===== src/rtl/nes_controller_port_pkg.sv =====
// Shared constants for the NES controller port: HID keycodes, button bit
// positions, register addresses and the keycode-to-button decode.
package nes_ctrl_pkg;

    localparam logic [7:0] KC_K     = 8'h0E;
    localparam logic [7:0] KC_J     = 8'h0D;
    localparam logic [7:0] KC_BKSP  = 8'h2A;
    localparam logic [7:0] KC_ENTER = 8'h28;
    localparam logic [7:0] KC_W     = 8'h1A;
    localparam logic [7:0] KC_S     = 8'h16;
    localparam logic [7:0] KC_A     = 8'h04;
    localparam logic [7:0] KC_D     = 8'h07;

    localparam int BTN_A      = 0;
    localparam int BTN_B      = 1;
    localparam int BTN_SELECT = 2;
    localparam int BTN_START  = 3;
    localparam int BTN_UP     = 4;
    localparam int BTN_DOWN   = 5;
    localparam int BTN_LEFT   = 6;
    localparam int BTN_RIGHT  = 7;

    localparam logic [15:0] REG_PORT0 = 16'h4016;
    localparam logic [15:0] REG_PORT1 = 16'h4017;

    // Upper bits the NES returns on controller reads (open-bus residue).
    localparam logic [7:0] OPEN_BUS = 8'h40;

    function automatic logic [7:0] decode_key(input logic [7:0] kc);
        logic [7:0] btn;
        btn = '0;
        case (kc)
            KC_K:     btn[BTN_A]      = 1'b1;
            KC_J:     btn[BTN_B]      = 1'b1;
            KC_BKSP:  btn[BTN_SELECT] = 1'b1;
            KC_ENTER: btn[BTN_START]  = 1'b1;
            KC_W:     btn[BTN_UP]     = 1'b1;
            KC_S:     btn[BTN_DOWN]   = 1'b1;
            KC_A:     btn[BTN_LEFT]   = 1'b1;
            KC_D:     btn[BTN_RIGHT]  = 1'b1;
            default:  btn = '0;
        endcase
        return btn;
    endfunction

endpackage


===== src/rtl/nes_controller_port_if.sv =====
// CPU-side register bus seen by the controller port.
interface nes_controller_port_if;
    logic        ENABLE;
    logic [15:0] ADDR;
    logic        CPU_RW_n;
    logic [7:0]  DIN;
    logic [7:0]  DOUT;
    logic        DOUT_oe;

    modport master (output ENABLE, ADDR, CPU_RW_n, DIN, input DOUT, DOUT_oe);
    modport slave  (input ENABLE, ADDR, CPU_RW_n, DIN, output DOUT, DOUT_oe);
endinterface


===== src/rtl/nes_controller_port_key_filter.sv =====
// Registers the asynchronous keycode, decodes it, and accepts a button vector
// only after it has been stable for STABLE_CYCLES consecutive cycles.
module nes_key_filter
    import nes_ctrl_pkg::*;
#(
    parameter int unsigned STABLE_CYCLES = 16
) (
    input  logic       CPU_CLK,
    input  logic       RESET_n,
    input  logic [7:0] controller_keycode,
    output logic [7:0] buttons
);
    localparam int CW = $clog2(STABLE_CYCLES);
    localparam logic [CW-1:0] CNT_LAST = CW'(STABLE_CYCLES - 1);

    logic [7:0]    keycode_q;
    logic [7:0]    decoded;
    logic [7:0]    cand;
    logic [CW-1:0] cnt;

    assign decoded = decode_key(keycode_q);

    // cnt saturates at CNT_LAST so a long-held key keeps buttons asserted.
    always_ff @(posedge CPU_CLK or negedge RESET_n) begin
        if (!RESET_n) begin
            keycode_q <= '0;
            cand      <= '0;
            cnt       <= '0;
            buttons   <= '0;
        end else begin
            keycode_q <= controller_keycode;
            if (decoded != cand) begin
                cand <= decoded;
                cnt  <= '0;
            end else if (cnt == CNT_LAST) begin
                buttons <= cand;
            end else begin
                cnt <= cnt + 1'b1;
            end
        end
    end
endmodule


===== src/rtl/nes_controller_port.sv =====
// NES standard controller on $4016/$4017: strobe latch, serial shift register
// and read-data mux for the CPU bus.
module nes_controller_port
    import nes_ctrl_pkg::*;
#(
    parameter int unsigned STABLE_CYCLES = 16,
    parameter logic [15:0] PORT0_ADDR    = REG_PORT0,
    parameter logic [15:0] PORT1_ADDR    = REG_PORT1
) (
    input  logic                 CPU_CLK,
    input  logic                 RESET_n,
    input  logic [7:0]           controller_keycode,
    nes_controller_port_if.slave bus,
    output logic [7:0]           buttons_dbg,
    output logic                 strobe_dbg
);
    logic [7:0] buttons;
    logic [7:0] shift_reg;
    logic       strobe;
    logic       rd_hit_q;
    logic       port0_sel, port1_sel;
    logic       wr_hit, rd_hit, rd_edge;
    logic       unused_din;

    nes_key_filter #(.STABLE_CYCLES(STABLE_CYCLES)) u_filter (
        .CPU_CLK            (CPU_CLK),
        .RESET_n            (RESET_n),
        .controller_keycode (controller_keycode),
        .buttons            (buttons)
    );

    assign port0_sel  = (bus.ADDR == PORT0_ADDR);
    assign port1_sel  = (bus.ADDR == PORT1_ADDR);
    assign wr_hit     = bus.ENABLE & ~bus.CPU_RW_n & port0_sel;
    assign rd_hit     = bus.ENABLE &  bus.CPU_RW_n & port0_sel;
    assign rd_edge    = rd_hit & ~rd_hit_q;
    assign unused_din = ^bus.DIN[7:1];

    // A read held on the bus shifts once: only its first cycle is an edge.
    always_ff @(posedge CPU_CLK or negedge RESET_n) begin
        if (!RESET_n) begin
            strobe    <= 1'b0;
            shift_reg <= '0;
            rd_hit_q  <= 1'b0;
        end else begin
            rd_hit_q <= rd_hit;
            if (wr_hit)
                strobe <= bus.DIN[0];
            if (bus.ENABLE) begin
                if (strobe)
                    shift_reg <= buttons;
                else if (rd_edge)
                    shift_reg <= {1'b1, shift_reg[7:1]};
            end
        end
    end

    always_comb begin
        bus.DOUT    = '0;
        bus.DOUT_oe = 1'b0;
        if (RESET_n && bus.ENABLE && bus.CPU_RW_n) begin
            if (port0_sel) begin
                bus.DOUT_oe = 1'b1;
                bus.DOUT    = {OPEN_BUS[7:1], strobe ? buttons[0] : shift_reg[0]};
            end else if (port1_sel) begin
                bus.DOUT_oe = 1'b1;
                bus.DOUT    = OPEN_BUS;
            end
        end
    end

    assign buttons_dbg = buttons;
    assign strobe_dbg  = strobe;
endmodule

===== src/flat_wrapper.sv =====
// flat-port wrapper written by rule: the top's interface ports become plain ports
module nes_controller_port_flat import nes_ctrl_pkg::*;
#(
    parameter int unsigned STABLE_CYCLES = 16,
    parameter logic [15:0] PORT0_ADDR    = REG_PORT0,
    parameter logic [15:0] PORT1_ADDR    = REG_PORT1
)
  (CPU_CLK, RESET_n, controller_keycode, buttons_dbg, strobe_dbg, bus_ENABLE, bus_ADDR, bus_CPU_RW_n, bus_DIN, bus_DOUT, bus_DOUT_oe);
  nes_controller_port_if bus_i ();
  input  logic CPU_CLK;
  input  logic RESET_n;
  input  logic [7:0] controller_keycode;
  output logic [7:0] buttons_dbg;
  output logic strobe_dbg;
  input wire logic [$bits(bus_i.ENABLE)-1:0] bus_ENABLE;
  input wire logic [$bits(bus_i.ADDR)-1:0] bus_ADDR;
  input wire logic [$bits(bus_i.CPU_RW_n)-1:0] bus_CPU_RW_n;
  input wire logic [$bits(bus_i.DIN)-1:0] bus_DIN;
  output wire logic [$bits(bus_i.DOUT)-1:0] bus_DOUT;
  output wire logic [$bits(bus_i.DOUT_oe)-1:0] bus_DOUT_oe;
  assign bus_i.ENABLE = bus_ENABLE;
  assign bus_i.ADDR = bus_ADDR;
  assign bus_i.CPU_RW_n = bus_CPU_RW_n;
  assign bus_i.DIN = bus_DIN;
  assign bus_DOUT = bus_i.DOUT;
  assign bus_DOUT_oe = bus_i.DOUT_oe;
  nes_controller_port #(.STABLE_CYCLES(STABLE_CYCLES), .PORT0_ADDR(PORT0_ADDR), .PORT1_ADDR(PORT1_ADDR)) u_core (.CPU_CLK(CPU_CLK), .RESET_n(RESET_n), .controller_keycode(controller_keycode), .bus(bus_i), .buttons_dbg(buttons_dbg), .strobe_dbg(strobe_dbg));
endmodule

===== config.mk =====
export PLATFORM = sky130hd
export DESIGN_NAME = nes_controller_port_flat
export DESIGN_NICKNAME = d
export VERILOG_FILES = /design/src/rtl/nes_controller_port_pkg.sv /design/src/rtl/nes_controller_port_if.sv /design/src/rtl/nes_controller_port_key_filter.sv /design/src/rtl/nes_controller_port.sv /design/src/flat_wrapper.sv
export SDC_FILE = /design/constraint.sdc
export NUM_CORES = 1
export LEC_CHECK = 0
export ABC_AREA = 1
export BUFFER_PORTS_ARGS = -buffer_cell sky130_fd_sc_hd__buf_2
export CAP_MARGIN = 0
export CORE_MARGIN = 5
export CORE_UTILIZATION = 52
export DETAILED_ROUTE_END_ITERATION = 8
export GPL_TIMING_DRIVEN = 0
export PLACE_DENSITY = 0.8
export SYNTH_ARGS = -nofsm -noshare
export SYNTH_HDL_FRONTEND = slang
export SYNTH_SLANG_ARGS = --single-unit

===== constraint.sdc =====
create_clock -name CPU_CLK -period 2.3 [get_ports CPU_CLK]
set_clock_uncertainty 0.2 [all_clocks]
set_input_delay 0.115 -clock CPU_CLK [delete_from_list [all_inputs] [get_ports CPU_CLK]]
set_output_delay 0.115 -clock CPU_CLK [all_outputs]
set_load 0.02 [all_outputs]

==> results.md <==
* Post-synth EDFFs at 0
* First-pass GRT wire length at ~6800 um
* Comb pwr share at between 10% and 20%
* Setup TNS at 0 ns
* Clock-pin slew on the worst setup and hold paths at approximately 0.070 ns
* Placed Area at approximately 0.0022 mm^2
* Max IR drop VDD at between 0.4 and 0.5 mV
* Max-Cap Viols at 0
* Critical Path AT at between 1.5 and 2 ns
* Full die area at 0.00506 mm^2
* Clock power share at 30.4%
* Vias/cell at approximately 4.7
* Sw power at just over 0.4 mW
* DRC at 0
* Outcome: finished clean
* Synthesized area per cell at between 8 and 9 um^2
* CP Class: in2out
* Root buf cell: clkbuf_8
* DRT Pass-1 Iters at 4
* Int Pwr at ~1.1 mW
* Power Dens Cells at slightly above 600 mW/mm^2
* CP Capture Type: output pin
* Skew-Pair Late Insertion Delay at about 0.28 ns
* Post-route cell area at about 0.0025 mm^2
* Row cnt at 22
* Post-synthesis sequential area ratio at approximately 49%
* Hold crit path type: in2reg
* Core area at roughly 0.0036 mm^2
* CTS tree: yes
* Fin. Hold Viols at 0
* Yosys warns at 0
* Sequential share of power at approximately half
* Final Cycle Share at a little over nine tenths
* Post-synth top cells: nand2_1 (66), dfrtp_1 (38), inv_1 (27)
* Layout cell share with drive strength beyond 1 at between 20% and 30%
* Most frequent cell after synthesis: nand2_1
* DR WL/cell at 10.9 um
* Final min period at ~2.3 ns
* Area contributors post-synth: dfrtp_1 (49%), nand2_1 (13%), inv_1 (5.2%)
* Post-DP HPWL at between 2000 and 3000 um
* FFs w/ async S/R, synth at 100%
* Ports at 54
* Clk sinks at 38
* Final Util at 68.5%
* Fmax achieved at about 440 MHz
* Vias at roughly 1700
* Antenna diodes at 0
* Ys flop type: dfrtp_1
* LEAKAGE at approximately 1.4 nW
* Netlist cell types at 26
* Initial antenna violation count at 0
* Setup Viol. Count Final at 0
* Post-synth top area share at 48.9%
* Cell Area, Synth at 0.00194 mm^2
* Sw Ratio at 27.4%
* CP required at ~2.0 ns
* Final-stage net count at 341
* Largest net degree at the start of global routing at 39
* GPL Wtd Cong at slightly below 0.8
* Starting Density at a little over half
* Area Growth Syn to Fin at 28.1%
* CP max FO at 3
* Synth area leader: dfrtp_1
* GRT Total Usage at approximately 17%
* RSZ-0062 raised after global routing: no
* Max-slew violations at 0
* Die Width at roughly 71 um
* GR Overflow Total at 0
* Synth Register Bits at 38
* Wirelength, routed at 3860 um
* Max Buffers Root-to-Sink at 2
* Post-Syn Instances at roughly 240
* Iteration-0 DRC Markers at between 80 and 90
* I/O Buffers at 40
* Final hold slack at between 0.006 and 0.007 ns
* Die height at between 70 and 80 um
* CP startpoint kind: input port
* Detail Route Antenna Nets at 0
* Number of CTS-inserted buffers at 5
* Vias in the first global route at about 1600
* H-tree levels at 2
per-stage QoR:
stage	power [mW]	std cells	setup slack, ns
2_1_floorplan	0.960	241	0.677
6_report	1.50	353	0.0465
5_1_grt	1.60	353	0.00443
4_1_cts	1.52	353	0.0724
3_5_place_dp	1.04	329	0.479
3_3_place_gp	1.03	329	0.487
worst paths after layout:
path,startpoint,cells after the start,slack [ns],endpoint
max in group asynchronous,RESET_n,3,1.52,u_core.u_filter.cand[7]
hold / removal,bus_ENABLE,4,0.006,u_core.shift_reg[7]
hold reg to reg,u_core.shift_reg[3],2,0.29,u_core.shift_reg[3]
setup reg to reg,u_core.u_filter.keycode_q[5],12,0.50,u_core.u_filter.buttons[7]
min in group asynchronous,RESET_n,3,0.19,u_core.strobe_dbg
setup / recovery,bus_ADDR[1],9,0.05,bus_DOUT[6]
metal layers:
layer | up-vias | global-route usage (%) | part of all wire [%]
met3 | 9 | 5.40 | 6.1
met5 | - | 0 | 0
met2 | 38 | 28.2 | 50
met4 | 0 | 5.64 | 1.9
met1 | 756 | 20.0 | 42
li1 | 867 | - | -
logic make-up after synthesis:
logic type / synth area share (%)
multiplexers: 2.58
other: 0.193
adder cells (fa/ha/maj): 0.644
buffers and inverters: 10.2
flip-flops: 48.9
AND/OR/NAND/NOR: 32.4
AO/OA/AOI/OAI: 4.12
XOR/XNOR: 0.902
critical path: stages:
cell           delay [ns]
buf_2                0.10
dlygate4sd3_1        0.55
nand4_1              0.08
dlygate4sd3_1        0.58
nor2_2               0.11
nand2_1              0.08
nand2_1              0.08
buf_4                0.10
buf_4                0.12
power by group through the flow:
stage,Sequential (mW),Combinational [mW],Clock (mW)
floorplan,0.774,0.185,0
global placement,0.776,0.253,0
detailed placement,0.778,0.265,0
CTS,0.767,0.281,0.470
global route,0.774,0.322,0.507
finish,0.767,0.277,0.456
repair_timing:
| item | 4_1_cts | 5_1_grt |
|---|---|---|
| hold endpoints to repair | 48 | 0 |
| buffers inserted | 0 | 0 |
| hold buffers | 16 | 0 |
| resized for setup | 0 | 2 |
| endpoints found under the setup margin | 0 | 1 |
placed cells by master (no fill, tap or decap), drive strengths merged:
master	count
nor3	4
o21ai	11
nand3	12
nand2	72
inv	34
a21oi	5
clkbuf	7
ha	1
nand3b	3
buf	51
xor2	2
clkinv	2
nand4	12
mux2i	5
dlygate4sd3	15
conb	6
nor2	25
dfrtp	38
cell type report:
cell class                 instances  area [um^2]
clock buffer                       7         86.3
multi-input combinational        158          815
timing repair buffer              56          373
fill                             300         1140
tap                               48         60.1
buffer                            10         67.6
clock inverter                     1         5.00
sequential                        38          951
inverter                          35          131
Note: power is estimated with default switching activity, not from simulation.
